## config.mk

```make
export PLATFORM = sky130hd
export DESIGN_NAME = iir_coeff_loader
export DESIGN_NICKNAME = d
export VERILOG_FILES = /design/src/rtl/analogue_pkg.sv /design/src/rtl/coeff_bank.sv /design/src/rtl/iir_coeff_loader.sv
export SDC_FILE = /design/constraint.sdc
export NUM_CORES = 1
export LEC_CHECK = 0
export CAP_MARGIN = 30
export CORE_MARGIN = 1.5
export CORE_UTILIZATION = 55
export DETAILED_ROUTE_END_ITERATION = 12
export PLACE_DENSITY = 0.82
export SLEW_MARGIN = 5
export SYNTH_ARGS = -nofsm -noshare
export SYNTH_HDL_FRONTEND = slang
export SYNTH_SLANG_ARGS = --single-unit
export TNS_END_PERCENT = 1
```

## constraint.sdc

```tcl
create_clock -name clk -period 2.7 [get_ports clk]
set_clock_uncertainty 0.1 [all_clocks]
set_input_delay 0.81 -clock clk [delete_from_list [all_inputs] [get_ports clk]]
set_output_delay 0.81 -clock clk [all_outputs]
set_load 0.05 [all_outputs]
```

## src/rtl/analogue_pkg.sv

```systemverilog
// rtl/analogue_pkg.sv - shared types and helpers for the analogue filter library
package analogue_pkg;

  typedef enum logic [1:0] {
    ST_IDLE    = 2'd0,
    ST_LOAD    = 2'd1,
    ST_PENDING = 2'd2,
    ST_FLUSH   = 2'd3
  } state_t;

  // Smallest address width that can reach all 2N+1 coefficient words.
  function automatic int min_addr_width(input int n);
    return (2 * n + 1 > 1) ? $clog2(2 * n + 1) : 1;
  endfunction

  function automatic logic [63:0] unity_coeff(input int q);
    return 64'd1 << q;
  endfunction

endpackage

```

## src/rtl/coeff_bank.sv

```systemverilog
// rtl/coeff_bank.sv - coefficient register file with write port and parallel load
module coeff_bank
  import analogue_pkg::*;
#(
  parameter int                     WORDS       = 5,
  parameter int                     COEFF_WIDTH = 16,
  parameter int                     ADDR_WIDTH  = 3,
  parameter logic [COEFF_WIDTH-1:0] RESET_WORD  = '0
) (
  input  logic                           clk,
  input  logic                           rst_n,
  input  logic                           wr_en,
  input  logic [ADDR_WIDTH-1:0]          wr_addr,
  input  logic [COEFF_WIDTH-1:0]         wr_data,
  input  logic                           load_en,
  input  logic [WORDS*COEFF_WIDTH-1:0]   load_data,
  output logic [WORDS*COEFF_WIDTH-1:0]   flat_data
);

  logic [COEFF_WIDTH-1:0] mem [WORDS];

  // Word 0 resets to RESET_WORD so the bank powers up as a pass-through.
  always_ff @(posedge clk or negedge rst_n) begin
    if (!rst_n) begin
      for (int i = 0; i < WORDS; i++) mem[i] <= (i == 0) ? RESET_WORD : '0;
    end else if (load_en) begin
      for (int i = 0; i < WORDS; i++) mem[i] <= load_data[i*COEFF_WIDTH +: COEFF_WIDTH];
    end else if (wr_en) begin
      for (int i = 0; i < WORDS; i++) begin
        if (int'(wr_addr) == i) mem[i] <= wr_data;
      end
    end
  end

  always_comb begin
    flat_data = '0;
    for (int i = 0; i < WORDS; i++) flat_data[i*COEFF_WIDTH +: COEFF_WIDTH] = mem[i];
  end

endmodule

```

## src/rtl/iir_coeff_loader.sv

```systemverilog
// rtl/iir_coeff_loader.sv - shadow/active coefficient loader with sample-aligned commit
module iir_coeff_loader
  import analogue_pkg::*;
#(
  parameter int N            = 2,
  parameter int COEFF_WIDTH  = 16,
  parameter int Q            = 14,
  parameter int FLUSH_CYCLES = 4,
  parameter int ADDR_WIDTH   = 3
) (
  input  logic                         clk,
  input  logic                         rst_n,
  input  logic                         wr_valid,
  output logic                         wr_ready,
  input  logic [ADDR_WIDTH-1:0]        wr_addr,
  input  logic [COEFF_WIDTH-1:0]       wr_data,
  input  logic                         commit,
  input  logic                         commit_flush,
  input  logic                         sample_tick,
  output logic [COEFF_WIDTH*(N+1)-1:0] packed_b_coeffs,
  output logic [COEFF_WIDTH*N-1:0]     packed_a_coeffs,
  output logic                         filter_rst_n,
  output logic                         commit_done,
  output logic                         addr_err
);

  localparam int WORDS = 2 * N + 1;
  localparam logic [COEFF_WIDTH-1:0] UNITY = COEFF_WIDTH'(unity_coeff(Q));
  localparam int CNT_W = (FLUSH_CYCLES > 1) ? $clog2(FLUSH_CYCLES) : 1;
  localparam logic [CNT_W-1:0] CNT_INIT = CNT_W'(FLUSH_CYCLES - 1);

  state_t                      state, state_d;
  logic                        flush_q, done_pend, commit_done_q, filter_rst_q, addr_err_q;
  logic [CNT_W-1:0]            cnt;
  logic                        wr_fire, addr_bad, commit_fire, load_active;
  logic [WORDS*COEFF_WIDTH-1:0] shadow_flat, active_flat;

  assign wr_ready    = (state == ST_IDLE) || (state == ST_LOAD);
  assign wr_fire     = wr_valid && wr_ready;
  assign addr_bad    = int'(wr_addr) > 2 * N;
  assign commit_fire = commit && wr_ready;
  assign load_active = (state == ST_PENDING) && sample_tick;

  always_comb begin
    state_d = state;
    case (state)
      ST_IDLE, ST_LOAD: begin
        if (commit_fire)  state_d = ST_PENDING;
        else if (wr_fire) state_d = ST_LOAD;
      end
      ST_PENDING: if (sample_tick) state_d = flush_q ? ST_FLUSH : ST_IDLE;
      ST_FLUSH:   if (cnt == '0) state_d = ST_IDLE;
      default:    state_d = ST_IDLE;
    endcase
  end

  // A bad write in the commit cycle belongs to the new set, so it wins over the clear.
  always_ff @(posedge clk or negedge rst_n) begin
    if (!rst_n) begin
      state         <= ST_IDLE;
      flush_q       <= 1'b0;
      done_pend     <= 1'b0;
      commit_done_q <= 1'b0;
      filter_rst_q  <= 1'b1;
      addr_err_q    <= 1'b0;
      cnt           <= '0;
    end else begin
      state         <= state_d;
      done_pend     <= 1'b0;
      commit_done_q <= done_pend;
      if (commit_fire) begin
        flush_q    <= commit_flush;
        addr_err_q <= 1'b0;
      end
      if (wr_fire && addr_bad) addr_err_q <= 1'b1;
      if (load_active) begin
        if (flush_q) begin
          filter_rst_q <= 1'b0;
          cnt          <= CNT_INIT;
        end else begin
          done_pend <= 1'b1;
        end
      end
      if (state == ST_FLUSH) begin
        if (cnt == '0) begin
          filter_rst_q  <= 1'b1;
          commit_done_q <= 1'b1;
        end else begin
          cnt <= cnt - 1'b1;
        end
      end
    end
  end

  coeff_bank #(
    .WORDS(WORDS), .COEFF_WIDTH(COEFF_WIDTH), .ADDR_WIDTH(ADDR_WIDTH), .RESET_WORD(UNITY)
  ) u_shadow (
    .clk(clk), .rst_n(rst_n),
    .wr_en(wr_fire && !addr_bad), .wr_addr(wr_addr), .wr_data(wr_data),
    .load_en(1'b0), .load_data('0),
    .flat_data(shadow_flat)
  );

  coeff_bank #(
    .WORDS(WORDS), .COEFF_WIDTH(COEFF_WIDTH), .ADDR_WIDTH(ADDR_WIDTH), .RESET_WORD(UNITY)
  ) u_active (
    .clk(clk), .rst_n(rst_n),
    .wr_en(1'b0), .wr_addr('0), .wr_data('0),
    .load_en(load_active), .load_data(shadow_flat),
    .flat_data(active_flat)
  );

  assign packed_b_coeffs = active_flat[COEFF_WIDTH*(N+1)-1:0];
  assign packed_a_coeffs = active_flat[COEFF_WIDTH*WORDS-1:COEFF_WIDTH*(N+1)];
  assign filter_rst_n    = filter_rst_q;
  assign commit_done     = commit_done_q;
  assign addr_err        = addr_err_q;

endmodule

```

Yosys cells after proc, flatten, opt, wreduce, memory -nomap -nowiden:

Index checks and enable logic that the tools add are counted.

* add/subtract/negate cells: 1
* multiply operators: 0
* divide/modulo/power cells: 0
* order comparisons: 1
* equal/unequal tests: 10
* shift-type cells: 0
* muxes and demuxes: 20
* bitwise logic cells: 0
* reductions and logical operators: 18

Operator list (count)
* $mux W2: 9
* $mux W1: 10
* $reduce_and A2 Y1: 5
* $eq A3 B3 Y1 const B: 3
* $pmux W2 S3: 1
* $logic_and A1 B1 Y1: 5
* $eq A2 B2 Y1 const B: 2
* $logic_not A2 Y1: 2
* $ne A2 B2 Y1 const B: 2
* $eq A3 B2 Y1 const B: 1
* $gt A3 B3 Y1 const B: 1
* $logic_not A3 Y1: 1
* $ne A3 B3 Y1 const B: 1
* $reduce_and A3 Y1: 1
* $eq A2 B1 Y1 const B: 1
* $reduce_bool A2 Y1: 1
* $reduce_or A2 Y1: 1
* $sub A2 B1 Y2 const B: 1
* $logic_not A1 Y1: 1
* $logic_or A1 B1 Y1: 1

* bits in registers: 169
* bits in latches: 0
* RAM bits: 0
* ROM bits: 0
* input port bits: 25
* output and inout port bits: 84
* word-level logic and storage cells: 67
* memories: 0

Logic depth before layout (Yosys ltp):

Gate-level depths: netlist of run 1.

* depth after elaboration: 6
* gate-level depth with buffers: 5
* mapped depth without buffers: 3

Hierarchy:

A second synthesis of run 1 with hierarchy kept.

* cell total of the unflattened synthesis: 745
* area, all modules: 7937.6 sq um

Modules (own cells, without submodules)
* coeff_bank: times used 2, cells an instance 352, area each 3752.3 sq um, seq. area each 2003.2 sq um
* iir_coeff_loader: times used 1, cells an instance 41, area each 432.9 sq um, seq. area each 226.5 sq um

Worst setup path before layout of run 1:

OpenSTA, ideal clock, no wires.

* path kind: in2reg
* start point: in wr_addr[2]
* end point: reg u_shadow.mem (netlist bit u_shadow.flat_data[22])
* setup time: 0.125 ns
* data arrival time: 1.830 ns
* data required time: 2.475 ns
* setup slack: 0.645 ns
* stages on the path: 5
* buffers on the path: 2
* cells stage by stage: nor3b_4 and3b_1 buf_4 buf_6 mux2_2

* word-level cells in the longest chain between the ends: 4
* elaborated cells on any way between the ends: 5
* classes of those cells: order compare: 1; eq/ne: 1; reduce/logical: 3

RTL lines
* start: declaration: line iir_coeff_loader.sv:15 `input logic [ADDR_WIDTH-1:0] wr_addr,`
* $gt A3 B3 Y1: line iir_coeff_loader.sv:40 `assign addr_bad = int'(wr_addr) > 2 * N;`
* $logic_not A1 Y1: line iir_coeff_loader.sv:99 `.wr_en(wr_fire && !addr_bad), .wr_addr(wr_addr), .wr_data(wr_data),`
* $logic_and A1 B1 Y1: line iir_coeff_loader.sv:99
* $reduce_and A2 Y1 (no line) (*)
* end: declaration: line coeff_bank.sv:20 `logic [COEFF_WIDTH-1:0] mem [WORDS];`

Every way passes the cells marked *; elsewhere a longest branch is shown, timed or not.
A chain may end at the register's enable or synchronous reset.

Final worst setup path of run 1:

* start point: reg u_active.mem (netlist bit u_active.flat_data[14])
* end point: out packed_b_coeffs[14]

RTL lines
* start: declaration: line coeff_bank.sv:20
* end: declaration: line iir_coeff_loader.sv:20 `output logic [COEFF_WIDTH*(N+1)-1:0] packed_b_coeffs,`

No word-level cell between the ends.

==> results of run 1 <==
[worst max-delay path by stage]
stage                     slack (ns)                     end              startpoint
final                           0.03     packed_b_coeffs[14]  u_active.flat_data[14]
after CTS                       0.01            filter_rst_n            filter_rst_n
after global placement          0.14  u_shadow.flat_data[28]              wr_addr[2]
after floorplan                 0.65  u_shadow.flat_data[22]              wr_addr[2]
after global routing           0.008     packed_b_coeffs[14]  u_active.flat_data[14]
after detailed placement        0.10  u_shadow.flat_data[24]              wr_addr[2]
[cell usage after synthesis, types with 2 or more instances]
cell type	count
inv_1	3
mux2_2	161
dfrtp_1	166
a21o_1	2
nand3_2	3
o21ai_0	2
buf_6	2
buf_2	11
dfstp_2	3
buf_4	3
a21oi_1	4
nor2_1	6
[per-stage QoR]
stage	hold WS (ns)	cells	util, %
after floorplan	0.317	381	-
after global placement	0.325	627	67.5
after detailed placement	0.343	627	67.5
after CTS	0.159	659	72.3
after global routing	0.172	659	72.4
final	0.161	659	72.4
[per-layer routing]
metal  wire (um)  track usage (%)  vias to the layer above
li1            -                -                     1595
met1        5520             28.2                     1894
met3         742             7.11                       20
met4         198             8.63                        0
met5           0                0                        -
met2        6160             36.7                      101
[registers in the layout, indices dropped and copies added, names as in the netlist]
register	count
u_active.flat_data	80
u_shadow.flat_data	80
cnt	2
state	2
addr_err	1
commit_done	1
done_pend	1
filter_rst_n	1
flush_q	1
[layout make-up]
type	count	area, sq um
well taps	143	179
multi-input cells	193	2040
fillers	747	3140
repair buffers	119	1210
clock inverters	3	15.0
inverters	3	11.3
clock buffers	29	531
flip-flops and latches	169	4230
[logic make-up (layout without fill, tap and decap cells)]
group	Yosys count	in the layout	synth area share, %
flops	169	169	66.3
mux	161	161	28.4
compound gates	14	14	1.43
buf+inv	19	154	1.74
simple gates	18	18	2.08
[power groups by stage]
stage                     clock network [mW]  registers [mW]  logic (mW)
after global placement                     0            4.45        5.08
after CTS                               2.26            4.50        5.22
after global routing                    2.37            4.66        5.42
final                                   2.22            4.50        5.17
after detailed placement                   0            4.54        5.19
after floorplan                            0            6.33        1.61
==> out/results.ini, run 1 <==
[run_status]
outcome = complete, no violations

[detailed_routing]
drt-total-wl_um = 12600
first_pass_iters = 4
wire_per_inst_um = 19.1
vias_per_cell = 5.48
drt-initial-drc-count = 129
vias = 3610
drc = 0
postRouteAntennaNets = 0

[setup_path]
cp_top_family = buffers and inverters
worstPathArrival_ns = 1.76
end_kind = primary output
worstReg2RegStart = state[1]
reg2reg_to = u_shadow.flat_data[24]
path_depth = 1
critPathLaunchType = flip-flop
crit_path_max_fanout = 2
r2r_setup_slack_ns = 0.83
crit_buf_inv = 1
worstPathRequired_ns = 1.79
worstPathCellList = clkdlybuf4s50_1
cpPeakStageDelay_ns = 0.81
cpMaxStageDelayCell = clkdlybuf4s50_1
reg2reg_depth = 4
criticalPathCategory = flip-flop to primary output

[global_routing]
grt_pass1_vias = 3987
antenna_found_initial = 0
track_usage_pct = 22.5
grt_pass1_wl_um = 21000
grt_overflow = 0
grt_max_degree = 89

[sta]
rsz0062_at_grt = no
post-route-period-util_pct = 98.7
timing.fmax_ghz = 0.375
layout_setup_ws_ns = 0.0345
period_needed_ns = 2.67
final-hold-violation-count = 0
slew_headroom_pct = 63.2
tightest_slew_ns = 0.550
tns_ns = 0
slew_violations = 0
setup_viol_count_final = 0

[synth]
synth.largest_area_cell = dfrtp_1
syn_area_sq_um = 6380
ys_top_cells_by_area = dfrtp_1 65%, mux2_2 28%, dfstp_2 1.2%
synthCells = 381
syn_avg_cell_area_sq_um = 16.7
yosys.cell_types.count = 27
ys_seq_elements = 169
synth_nets = 406
yosysWarnings = 0
synthFlopType = dfrtp_1
async_reset_ff_share_pct = 100
synth.top_cell.area_share_pct = 65.1
yosysSeqAreaShare_pct = 66.3
synth_edf_count = 0

[finish]
layout_common_cells = 166 x dfrtp_1, 161 x mux2_2, 105 x clkdlybuf4s50_1
antenna_cells = 0
layout_commonest_cell = dfrtp_1
drive_gt1_share_pct = 41.1
nets = 528
area_growth_pct = 28.9
finalInstanceArea_sq_um = 8230

[place]
gp_congestion = 0.780
postPlaceCellArea_sq_um = 7680
dpl.hpwl_um = 8210
numPortBuffers = 108
post-place-ws_ns = 0.103

[clock_network]
cts_hold_buf = 0
clk_latency_ns = 0.42
cts_tree = done
post_cts.repair.setup_buffers = 0
cts_buffers = 17
clock-sinks = 169
clkTransAtPathRegs_ns = 0.06
clock_path_buffers = 2
postCtsResizedCells = 0
cts-htree-levels = 4
cts_root_buf = clkbuf_16

[pwr]
leakagePower_nw = 3.70
clkPwrFrac_pct = 18.7
ir_drop_mv = 0.927
p_switching_mw = 4.61
seqPwrFrac_pct = 37.8
swShare_pct = 38.8
power_frac_comb_pct = 43.5
p_per_area_nw_per_um2 = 1440
total_power_mw = 11.9
internal_power_mw = 7.28

[floorplan]
die_y_um = 111
fp.dieW_um = 111
fp.coreArea_sq_um = 11400
io_pins = 109
num_rows = 39
start_util_pct = 56.1
dieArea_sq_um = 12300

[flow_run]
cap_viol_max_count = 0

[hold_path]
hp-class = primary input to async pin

No activity file was read; power rests on OpenSTA's default activity.
==> run 2, diff against run 1 <==
--- a/config.mk
+++ b/config.mk
@@ -9,7 +9,7 @@
 export CORE_MARGIN = 1.5
 export CORE_UTILIZATION = 55
 export DETAILED_ROUTE_END_ITERATION = 12
-export PLACE_DENSITY = 0.82
+export PLACE_DENSITY = 0.78
 export SLEW_MARGIN = 5
 export SYNTH_ARGS = -nofsm -noshare
 export SYNTH_HDL_FRONTEND = slang
==> run 2 against run 1 <==
Net effect: clock-buffer cell count down 5; largest power group unchanged; final area up 0.73%; clock power up 7%.
==> out/results.ini, run 2 (same netlist as run 1, synthesis figures left out) <==
[run_status]
outcome = complete, no violations

[setup_path]
worstPathCellList = clkdlybuf4s50_1
r2r_setup_slack_ns = 0.81
critPathLaunchType = flip-flop
worstPathArrival_ns = 1.62
criticalPathCategory = flip-flop to primary output
end_kind = primary output
crit_path_max_fanout = 2
reg2reg_depth = 4
reg2reg_to = u_shadow.flat_data[8]
worstPathRequired_ns = 1.79
cp_top_family = buffers and inverters
path_depth = 1
crit_buf_inv = 1
cpPeakStageDelay_ns = 0.83
worstReg2RegStart = state[1]
cpMaxStageDelayCell = clkdlybuf4s50_1

[sta]
slew_headroom_pct = 63.4
setup_viol_count_final = 0
rsz0062_at_grt = no
final-hold-violation-count = 0
tns_ns = 0
timing.fmax_ghz = 0.396
period_needed_ns = 2.53
tightest_slew_ns = 0.548
layout_setup_ws_ns = 0.174
post-route-period-util_pct = 93.6
slew_violations = 0

[detailed_routing]
first_pass_iters = 4
postRouteAntennaNets = 0
vias_per_cell = 5.48
vias = 3629
drt-total-wl_um = 12700
drt-initial-drc-count = 152
wire_per_inst_um = 19.2
drc = 0

[global_routing]
grt_overflow = 0
grt_pass1_wl_um = 21200
grt_max_degree = 53
grt_pass1_vias = 4015
track_usage_pct = 22.6
antenna_found_initial = 0

[finish]
drive_gt1_share_pct = 42.0
layout_commonest_cell = dfrtp_1
nets = 531
fillerInstances = 781
layout_common_cells = 166 x dfrtp_1, 161 x mux2_2, 104 x clkdlybuf4s50_1
area_growth_pct = 29.9
antenna_cells = 0

[clock_network]
cts-htree-levels = 4
clock-sinks = 169
cts_hold_buf = 0
clk_latency_ns = 0.42
clkTransAtPathRegs_ns = 0.06
cts_tree = done
cts_buffers = 17
post_cts.repair.setup_buffers = 0
clock_path_buffers = 2
cts_root_buf = clkbuf_16

[pwr]
clkPwrFrac_pct = 19.7
power_frac_comb_pct = 42.9
swShare_pct = 38.5
internal_power_mw = 7.41
seqPwrFrac_pct = 37.4
p_per_area_nw_per_um2 = 1450
p_switching_mw = 4.63
total_power_mw = 12.0
leakagePower_nw = 3.74
ir_drop_mv = 0.888

[hold_path]
hp-class = primary input to async pin

[place]
gp_congestion = 0.757
numPortBuffers = 108
dpl.hpwl_um = 8440
post-place-ws_ns = 0.0934

[floorplan]
num_rows = 39
io_pins = 109
start_util_pct = 56.1
fp.dieW_um = 111
fp.coreArea_sq_um = 11400
dieArea_sq_um = 12300
die_y_um = 111

[flow_run]
cap_viol_max_count = 0

==> run 2: layout make-up <==
cell class | count | area (sq um) | area share [%]
flip-flops and latches | 169 | 4230 | 51.1
multi-input cells | 193 | 2040 | 24.7
repair buffers | 122 | 1240 | 14.9
clock buffers | 24 | 492 | 5.93
well taps | 143 | 179 | 2.16
clock inverters | 8 | 92.6 | 1.12
inverters | 3 | 11.3 | 0.136
==> run 2: stage by stage <==
step | hold slack (ns) | cells | cell area [sq um] | util (%)
final | 0.220 | 662 | 8290 | 72.9
after global routing | 0.248 | 662 | 8290 | 72.9
after CTS | 0.222 | 662 | 8290 | 72.9
after detailed placement | 0.343 | 630 | 7700 | 67.7
after global placement | 0.329 | 630 | 7700 | 67.7
after floorplan | 0.317 | 381 | 6380 | -
==> run 2: layer usage <==
layer | global-route usage (%) | share of wire (%) | vias to the layer above
met3 | 6.89 | 5.2 | 17
met1 | 28.6 | 43 | 1900
met4 | 8.63 | 1.7 | 0
met5 | 0 | 0 | -
met2 | 37.0 | 50 | 104
li1 | - | - | 1608
==> run 2: power groups by stage <==
stage	clock network [mW]	logic, mW	registers (mW)
after floorplan	0	1.61	6.33
after global placement	0	5.09	4.45
after detailed placement	0	5.20	4.53
after CTS	2.42	5.23	4.51
after global routing	2.51	5.42	4.66
final	2.37	5.17	4.50
==> run 2: what timing repair did <==
action                                  CTS  global route
endpoints found under the setup margin    1             1
endpoints found under the hold margin     0             0
resized for setup                         1             1
==> run 2: how the worst max path moves through the flow <==
stage | startpoint | endpoint | slack (ns)
finish | u_active.flat_data[12] | packed_b_coeffs[12] | 0.17
global route | u_active.flat_data[44] | packed_b_coeffs[44] | 0.12
CTS | filter_rst_n | filter_rst_n | 0.004
detailed placement | wr_addr[2] | u_shadow.flat_data[8] | 0.09
global placement | wr_addr[2] | u_shadow.flat_data[7] | 0.15
floorplan | wr_addr[2] | u_shadow.flat_data[22] | 0.65
==> run 3, diff against run 2 <==
--- a/config.mk
+++ b/config.mk
@@ -9,9 +9,10 @@
 export CORE_MARGIN = 1.5
 export CORE_UTILIZATION = 55
 export DETAILED_ROUTE_END_ITERATION = 12
-export PLACE_DENSITY = 0.78
+export PLACE_DENSITY = 0.76
 export SLEW_MARGIN = 5
 export SYNTH_ARGS = -nofsm -noshare
 export SYNTH_HDL_FRONTEND = slang
+export SYNTH_HIERARCHICAL = 1
 export SYNTH_SLANG_ARGS = --single-unit
 export TNS_END_PERCENT = 1
==> run 3 against run 2 <==
Net effect: power shrank 7.9%; synthesized cell count rose by 96%; combinational power decreased by 8.1%; setup slack lost 0.13 ns; critical path depth did not move; sequential share of layout area down 11 points; highest routed layer unchanged.
==> out/results.ini, run 3 <==
[run_status]
outcome = complete, no violations

[setup_path]
criticalPathCategory = flip-flop to primary output
cp_top_family = buffers and inverters
worstPathArrival_ns = 1.74
crit_buf_inv = 1
cpMaxStageDelayCell = clkdlybuf4s50_1
worstPathCellList = clkdlybuf4s50_1
worstPathRequired_ns = 1.79
cpPeakStageDelay_ns = 0.79
end_kind = primary output
critPathLaunchType = flip-flop
crit_path_max_fanout = 2

[floorplan]
fp.dieW_um = 123
die_y_um = 123
io_pins = 109
fp.coreArea_sq_um = 14000
start_util_pct = 56.7
dieArea_sq_um = 15200
num_rows = 43

[flow_run]
cap_viol_max_count = 0

[detailed_routing]
drt-initial-drc-count = 408
drt-total-wl_um = 18400
first_pass_iters = 5
wire_per_inst_um = 15.2
vias_per_cell = 4.96
drc = 0
postRouteAntennaNets = 0
vias = 6014

[pwr]
p_switching_mw = 4.55
swShare_pct = 41.1
ir_drop_mv = 0.702
power_frac_comb_pct = 42.8
internal_power_mw = 6.53
clkPwrFrac_pct = 23.6
leakagePower_nw = 4.53
total_power_mw = 11.1
p_per_area_nw_per_um2 = 1050
seqPwrFrac_pct = 33.5

[synth]
synth_common_cells = 166 x dfrtp_1, 161 x nand2_1, 160 x mux2i_1
synthCells = 745
synthFlopType = dfrtp_1
syn_area_sq_um = 7940
async_reset_ff_share_pct = 100
yosysWarnings = 6
yosys.cell_types.count = 37
synth.top_cell.area_share_pct = 52.3
synth_edf_count = 0
synth.largest_area_cell = dfrtp_1
yosysSeqAreaShare_pct = 53.3
ys_seq_elements = 169
synth.most_common_cell = dfrtp_1
syn_avg_cell_area_sq_um = 10.7
ys_top_cells_by_area = dfrtp_1 52%, mux2i_1 20%, nand2_1 7.6%

[global_routing]
antenna_found_initial = 0
grt_overflow = 0
grt_pass1_wl_um = 29100
grt_pass1_vias = 5675
grt_max_degree = 101
track_usage_pct = 25.4

[sta]
slew_violations = 0
layout_setup_ws_ns = 0.0455
tns_ns = 0
period_needed_ns = 2.65
rsz0062_at_grt = no
final-hold-violation-count = 0
tightest_slew_ns = 0.565
timing.fmax_ghz = 0.377
post-route-period-util_pct = 98.3
slew_headroom_pct = 62.4
setup_viol_count_final = 0

[clock_network]
cts-htree-levels = 4
cts_root_buf = clkbuf_16
clock-sinks = 169
cts_hold_buf = 0
clkTransAtPathRegs_ns = 0.06
cts_tree = done
clk_latency_ns = 0.42
cts_buffers = 17
clock_path_buffers = 2

[place]
post-place-ws_ns = -0.0987
postPlaceCellArea_sq_um = 9870
numPortBuffers = 108
gp_congestion = 0.760
dpl.hpwl_um = 12000

[finish]
nets = 1046
fillerInstances = 1012
area_growth_pct = 32.4
multi_input_comb_area_sq_um = 4050
antenna_cells = 0
layout_commonest_cell = conb_1
drive_gt1_share_pct = 6.29
regArea_sq_um = 4230
finalInstanceArea_sq_um = 10500
layout_common_cells = 187 x conb_1, 166 x dfrtp_1, 161 x nand2_1

[hold_path]
hp-class = primary input to async pin

==> run 3: cell types whose count changed after synthesis, sizes merged, moves of 3 or more <==
cell    delta
buf        +7
clkbuf    +32
and4bb     +6
nand2    +159
o21ai    +161
a21oi      -3
mux2     -160
nand3      -4
mux2i    +160
==> run 3: per-layer routing <==
layer,GRT usage [%],share of wire [%]
met1,36.3,46
met2,38.6,46
met3,4.57,4.8
met4,10.6,2.6
met5,0,0
==> run 3: area by class of cell <==
cell class / count / share of cell area [%]
tap: 180 / 2.14
clock buffer: 24 / 4.77
clock inverter: 7 / 1.31
inverter: 3 / 0.107
multi-input combinational: 704 / 38.5
timing repair buffer: 126 / 12.9
sequential: 169 / 40.3
==> run 3: metrics by stage <==
stage / hold WS (ns) / util (%) / std cells
floorplan: 0.304 / - / 931
detailed placement: 0.323 / 70.6 / 1182
finish: 0.261 / 75.1 / 1213
global placement: 0.318 / 70.6 / 1182
global route: 0.292 / 75.1 / 1213
CTS: 0.276 / 75.1 / 1213
==> run 3: worst paths after layout <==
kind / from / endpoint / slack (ns) / cells past startpoint
max: u_active/flat_data[14] / packed_b_coeffs[14] / 0.05 / 1
min: rst_n / cnt[1] / 0.26 / 1
max reg2reg: state[1] / u_shadow/flat_data[79] / 0.64 / 7
min reg2reg: done_pend / commit_done / 0.34 / 1
max in group asynchronous: rst_n / u_shadow/flat_data[15] / 1.56 / 2
min in group clk: done_pend / commit_done / 0.34 / 1
==> run 3: what timing repair did <==
action                                  CTS  global route
gates resized for setup                   0             1
setup buffers                             0             0
endpoints found under the setup margin    0             1
==> run 3: kinds of logic after synthesis <==
kind of cell / share of synthesized area, %
simple gates: 10.4
mux: 20.3
other cells: 0.0472
buf+inv: 4.71
compound gates: 11.2
flops: 53.3
==> run 3: power groups by stage <==
stage / sequential, mW / combinational, mW / clock, mW
floorplan: 5.64 / 1.18 / 0
detailed placement: 3.76 / 4.74 / 0
CTS: 3.73 / 4.75 / 2.65
global placement: 3.74 / 4.66 / 0
finish: 3.72 / 4.75 / 2.62
global route: 3.80 / 5.04 / 2.76
